--- src/rtl/rvfi_commit_serializer.sv ---
// Serializes up to NR_COMMIT_PORTS RVFI commit records per cycle into a single-record FIFO stream.
// Optional: define RVFI_SERIALIZER_TRAP_EN so trap-only records (valid=0, trap=1) also qualify.
package rvfi_pkg;
  typedef struct packed {
    logic        valid;
    logic        trap;
    logic        intr;
    logic [1:0]  mode;
    logic [31:0] insn;
    logic [31:0] pc_rdata;
    logic [31:0] pc_wdata;
    logic [4:0]  rd_addr;
    logic [31:0] rd_wdata;
  } rvfi_instr_t;
endpackage

module rvfi_commit_serializer #(
  parameter int unsigned NR_COMMIT_PORTS = 2,
  parameter int unsigned DEPTH           = 8
) (
  input  logic                        clk_i,
  input  logic                        rst_ni,
  input  rvfi_pkg::rvfi_instr_t       rvfi_i [NR_COMMIT_PORTS],
  output rvfi_pkg::rvfi_instr_t       rvfi_o,
  output logic [63:0]                 seq_o,
  output logic                        valid_o,
  input  logic                        ready_i,
  input  logic                        flush_i,
  input  logic                        clr_i,
  output logic [$clog2(DEPTH+1)-1:0]  count_o,
  output logic [31:0]                 drop_cnt_o,
  output logic                        overflow_o
);
  localparam int unsigned   CW      = $clog2(DEPTH + 1);
  localparam int unsigned   PW      = (DEPTH > 1) ? $clog2(DEPTH) : 1;
  localparam logic [CW-1:0] DEPTH_C = CW'(DEPTH);

  rvfi_pkg::rvfi_instr_t r_mem     [DEPTH];
  logic [63:0]           r_seq_mem [DEPTH];
  logic [PW-1:0]         r_wr_ptr;
  logic [PW-1:0]         r_rd_ptr;
  logic [CW-1:0]         r_count;
  logic [63:0]           r_seq;
  logic [31:0]           r_drop_cnt;
  logic                  r_overflow;

  logic [NR_COMMIT_PORTS-1:0] w_qual;
  logic [CW-1:0]              w_q;
  logic [PW-1:0]              w_wr_idx [NR_COMMIT_PORTS];
  logic [63:0]                w_wr_seq [NR_COMMIT_PORTS];
  logic [PW-1:0]              w_wr_ptr_nxt;
  logic [PW-1:0]              w_rd_ptr_nxt;
  logic [CW-1:0]              w_free;
  logic                       w_push;
  logic                       w_drop;
  logic                       w_pop;
  logic [31:0]                w_drop_base;
  logic [32:0]                w_drop_sum;
  logic [31:0]                w_drop_nxt;

  // Each qualifying port lands at wr_ptr + (number of lower-indexed qualifying ports).
  always_comb begin
    w_qual = '0;
    w_q    = '0;
    for (int unsigned i = 0; i < NR_COMMIT_PORTS; i++) begin
`ifdef RVFI_SERIALIZER_TRAP_EN
      w_qual[i] = rvfi_i[i].valid | rvfi_i[i].trap;
`else
      w_qual[i] = rvfi_i[i].valid;
`endif
      w_wr_idx[i] = PW'((32'(r_wr_ptr) + 32'(w_q)) % DEPTH);
      w_wr_seq[i] = r_seq + 64'(w_q);
      w_q         = w_q + CW'(w_qual[i]);
    end
  end

  always_comb begin
    w_wr_ptr_nxt = PW'((32'(r_wr_ptr) + 32'(w_q)) % DEPTH);
    w_rd_ptr_nxt = PW'((32'(r_rd_ptr) + 32'd1) % DEPTH);
    w_free       = DEPTH_C - r_count;
    w_push       = (w_q <= w_free) && !flush_i;
    w_drop       = (w_q > w_free) && !flush_i;
    w_pop        = valid_o && ready_i && !flush_i;
    w_drop_base  = clr_i ? '0 : r_drop_cnt;
    w_drop_sum   = {1'b0, w_drop_base} + 33'(w_q);
    w_drop_nxt   = w_drop_sum[32] ? '1 : w_drop_sum[31:0];
  end

  always_ff @(posedge clk_i or negedge rst_ni) begin
    if (!rst_ni) begin
      r_wr_ptr   <= '0;
      r_rd_ptr   <= '0;
      r_count    <= '0;
      r_seq      <= '0;
      r_drop_cnt <= '0;
      r_overflow <= 1'b0;
    end else begin
      r_seq <= r_seq + 64'(w_q);
      if (flush_i) begin
        r_wr_ptr <= '0;
        r_rd_ptr <= '0;
        r_count  <= '0;
      end else begin
        if (w_push) r_wr_ptr <= w_wr_ptr_nxt;
        if (w_pop)  r_rd_ptr <= w_rd_ptr_nxt;
        r_count <= r_count + (w_push ? w_q : '0) - CW'(w_pop);
      end
      // A drop in the clear cycle restarts the statistics from this cycle's drop.
      if (w_drop) begin
        r_drop_cnt <= w_drop_nxt;
        r_overflow <= 1'b1;
      end else if (clr_i) begin
        r_drop_cnt <= '0;
        r_overflow <= 1'b0;
      end
    end
  end

  always_ff @(posedge clk_i) begin
    if (w_push) begin
      for (int unsigned i = 0; i < NR_COMMIT_PORTS; i++) begin
        if (w_qual[i]) begin
          r_mem[w_wr_idx[i]]     <= rvfi_i[i];
          r_seq_mem[w_wr_idx[i]] <= w_wr_seq[i];
        end
      end
    end
  end

  assign valid_o    = (r_count != '0);
  assign rvfi_o     = valid_o ? r_mem[r_rd_ptr] : '0;
  assign seq_o      = valid_o ? r_seq_mem[r_rd_ptr] : '0;
  assign count_o    = r_count;
  assign drop_cnt_o = r_drop_cnt;
  assign overflow_o = r_overflow;

endmodule

--- config.mk ---
export PLATFORM = sky130hd
export DESIGN_NAME = rvfi_commit_serializer
export DESIGN_NICKNAME = d
export VERILOG_FILES = /design/src/rtl/rvfi_commit_serializer.sv
export SDC_FILE = /design/constraint.sdc
export NUM_CORES = 2
export LEC_CHECK = 0
export ABC_AREA = 1
export CORE_ASPECT_RATIO = 1.25
export CORE_MARGIN = 5
export CORE_UTILIZATION = 30
export DETAILED_ROUTE_END_ITERATION = 16
export PLACE_DENSITY = 0.53
export SYNTH_ARGS = -nofsm -noshare
export SYNTH_HDL_FRONTEND = slang
export SYNTH_SLANG_ARGS = --single-unit
--- constraint.sdc ---
create_clock -name clk_i -period 8.3 [get_ports clk_i]
set_input_delay 2.49 -clock clk_i [delete_from_list [all_inputs] [get_ports clk_i]]
set_output_delay 2.49 -clock clk_i [all_outputs]
set_load 0.01 [all_outputs]
==> results.md <==
- Synthesis-stage register bit count: 1,723
- TritonCTS buffer count: 195
- Skew final: 0.0580 ns
- Critical path arrival: 4.69 ns
- Worst skew pair latency: 0.87 ns
- Unrepaired setup endpoints after global routing: false
- Hold Fails Final Rpt: 0
- Dpl ws: 1.08 ns
- Core box area: 293,000 um2
- CTS tree: done
- IO Count: 521
- Drt wl/cell: 23.1 um
- Die Width: 495 um
- Lkg Pwr: 38.1 nW
- Fraction of layout cells with a size suffix above 1: 4.31%
- Die Y: 616 um
- Total track usage: 20.4%
- Final slew viol count: 0
- Initial antenna violation count: 26
- Initial Util: 30.1%
- First-pass GRT wire length: 472 mm
- Die area: 305,000 um2
- Post_cts resized: 0
- Final nets: 10,300
- PortBufs: 520
- Actual slew at the worst max-slew pin: 1.21 ns
- Worst relative slew slack: 19.1%
- MaxCap Viol Count: 0
- H-Tree Level Count: 4
- Crit end category: output pin
- Most frequent CP cell: o21ai_0
- Most common flop cell mapped by yosys: edfxtp_1
- GP Congestion: 0.927
- Clock power frac: 27.6%
- Power per cell area: 296 nW/um2
- Top cell type by total area after synthesis: edfxtp_1
- Seq/Total Area, Yosys: 58.0%
- Residual DRC count: 0
- Detailed Place HPWL: 186 mm
- Mapped Avg Cell Area: 8.81 um2
- Clk sinks: 1,723
- Largest net degree at the start of global routing: 175
- Most frequent cells after synthesis: nand2_1 (2,491), o21ai_0 (2,114), edfxtp_1 (1,616), nor2_1 (1,442), clkbuf_1 (454)
- Setup ws final: 1.12 ns
- Setup violations, final: 0
- Top-count cell post-synth: nand2_1
- # rows: 222
- # fillers: 29,800
- Worst Path Required: 5.81 ns
- Comb power frac: 35.0%
- Root Buffer: clkbuf_16
- Vias in the first global route: 70,600
- Worst path slowest cell: buf_4
- Sw Share: 37.0%
- CP max FO: 101
- Via count: 73,200
- Final cell count without fillers: 14,000
- Synth area leaders: edfxtp_1 (55%), o21ai_0 (12%), nand2_1 (11%), nor2_1 (6.1%), dfrtp_1 (3.0%)
- Setup TNS: 0 ns
- Multi-input gate area: 31,900 um2
- Grt ovf: 0
- Hold Path Class: flip-flop to flip-flop
- First-iteration detailed-routing DRC count: 7,289
- Status: finished clean
- Int Pwr: 19.0 mW
- Area share of the largest cell type after synthesis: 55.0%
- VDD IR max: 228 uV
- Kind of critical path: flip-flop to output pin
- EDFF count, synth: 1,616
- Sequential share of power: 37.4%
- FMAX: 0.139 GHz
- Netlist cell types: 39
- Minimum clock period: 7.18 ns
- Post-Route WL: 324 mm
- Switch Pwr: 11.1 mW
- Hold_buf cts: 0
- Routed Antenna Nets: 0
- Postcts setup bufs: 0
- Ys Warns: 0
- CP peak stage delay: 0.87 ns
- Tot Pwr: 30.1 mW
- Async SR Flop Fraction: 6.21%
- Crit start category: flip-flop
- Mapped Area: 88,200 um2
- Final period util: 86.5%
- Layout area overhead: 15.5%
- Syn Nets: 10,300
- Via-to-Cell Ratio: 5.22
- Drt pass-1 iters: 5
- Critical path, cell by cell: inv_8 -> buf_4 -> o21ai_0 -> o22ai_1 -> o21ai_0 -> a31oi_1 -> clkdlybuf4s50_1
- Register area: 51,200 um2
- CTS Buffer Depth: 4
- Mapped Cells: 10,000
- Clock transition at path regs: 0.06 ns
- Cell count after placement: 13,700
-- per-layer routing --
metal	track usage, %	vias to the layer above	wire [um]
met2	35.6	2882	160000
li1	-	34100	-
met1	25.3	35700	129000
met3	3.14	534	23200
met5	0	-	34
met4	7.52	6	12400
-- final timing paths --
kind | start | slack, ns | to | depth (start not counted)
setup / recovery | r_rd_ptr[1]$_DFFE_PN0P_ | 1.12 | rvfi_o[76] | 7
hold / removal | overflow_o$_DFFE_PN0P_ | 0.50 | overflow_o$_DFFE_PN0P_ | 2
setup reg to reg | count_o[1]$_DFF_PN0_ | 3.62 | r_mem[2][89]$_DFFE_PP_ | 12
hold reg to reg | overflow_o$_DFFE_PN0P_ | 0.50 | overflow_o$_DFFE_PN0P_ | 2
max in group asynchronous | rst_ni | 5.13 | r_rd_ptr[1]$_DFFE_PN0P_ | 2
min in group asynchronous | rst_ni | 1.69 | drop_cnt_o[24]$_DFF_PN0_ | 1
-- flip-flops by register name, summed over array words and instances, names as in the netlist --
signal and cells:
count_o 4, drop_cnt_o 32, overflow_o 1, r_mem 1104, r_rd_ptr 3, r_seq 64
r_seq_mem 512, r_wr_ptr 3
-- cells by family after synthesis --
kind of cell | synth area share, %
AND/OR/NAND/NOR | 18.0
AO/OA/AOI/OAI | 16.5
flip-flops | 58.0
buffers and inverters | 6.03
XOR/XNOR | 1.11
adder cells (fa/ha/maj) | 0.332
-- critical path, delay by kind of cell, from the launching register on --
kind,cells,cell delay (ns)
buf+inv,3,2.22
compound gates,4,0.89
flops,1,0.70
-- through the flow --
step           instance area [um2]  hold slack [ns]  util, %
2_1_floorplan                88300            0.515        -
3_5_place_dp                 96000            0.481     32.8
5_1_grt                     102000            0.550     34.8
4_1_cts                     102000            0.505     34.8
3_3_place_gp                 96000            0.471     32.8
6_report                    102000            0.503     34.8
-- placed cells by master (no fill, tap or decap), drive strengths merged, types with 25 or more instances in the layout --
cell type and n:
dfrtp 107, o22ai 202, inv 319, edfxtp 1616, nor2 1449, o21ai 2393
xor2 83, buf 125, nand3 157, clkbuf 249, a31oi 202, clkdlybuf4s50 519
xnor2 25, nand2 2492, clkinv 85
-- cell type report --
type / count / share of cell area [%]
Sequential cell: 1723 / 50.3
Multi-Input combinational cell: 7070 / 31.3
Timing Repair Buffer: 644 / 6.60
Clock buffer: 249 / 5.07
Tap cell: 3920 / 4.81
Inverter: 314 / 1.18
Clock inverter: 100 / 0.726
Antenna cell: 15 / 0.0368
-- power groups by stage --
stage          combinational (mW)  sequential [mW]  clock [mW]
2_1_floorplan                5.54             11.3           0
3_3_place_gp                 10.6             11.4           0
3_5_place_dp                 10.7             11.4           0
4_1_cts                      10.7             11.3        8.51
5_1_grt                      11.5             11.3        8.82
6_report                     10.5             11.3        8.33
Power figures use the tool's default switching activity.
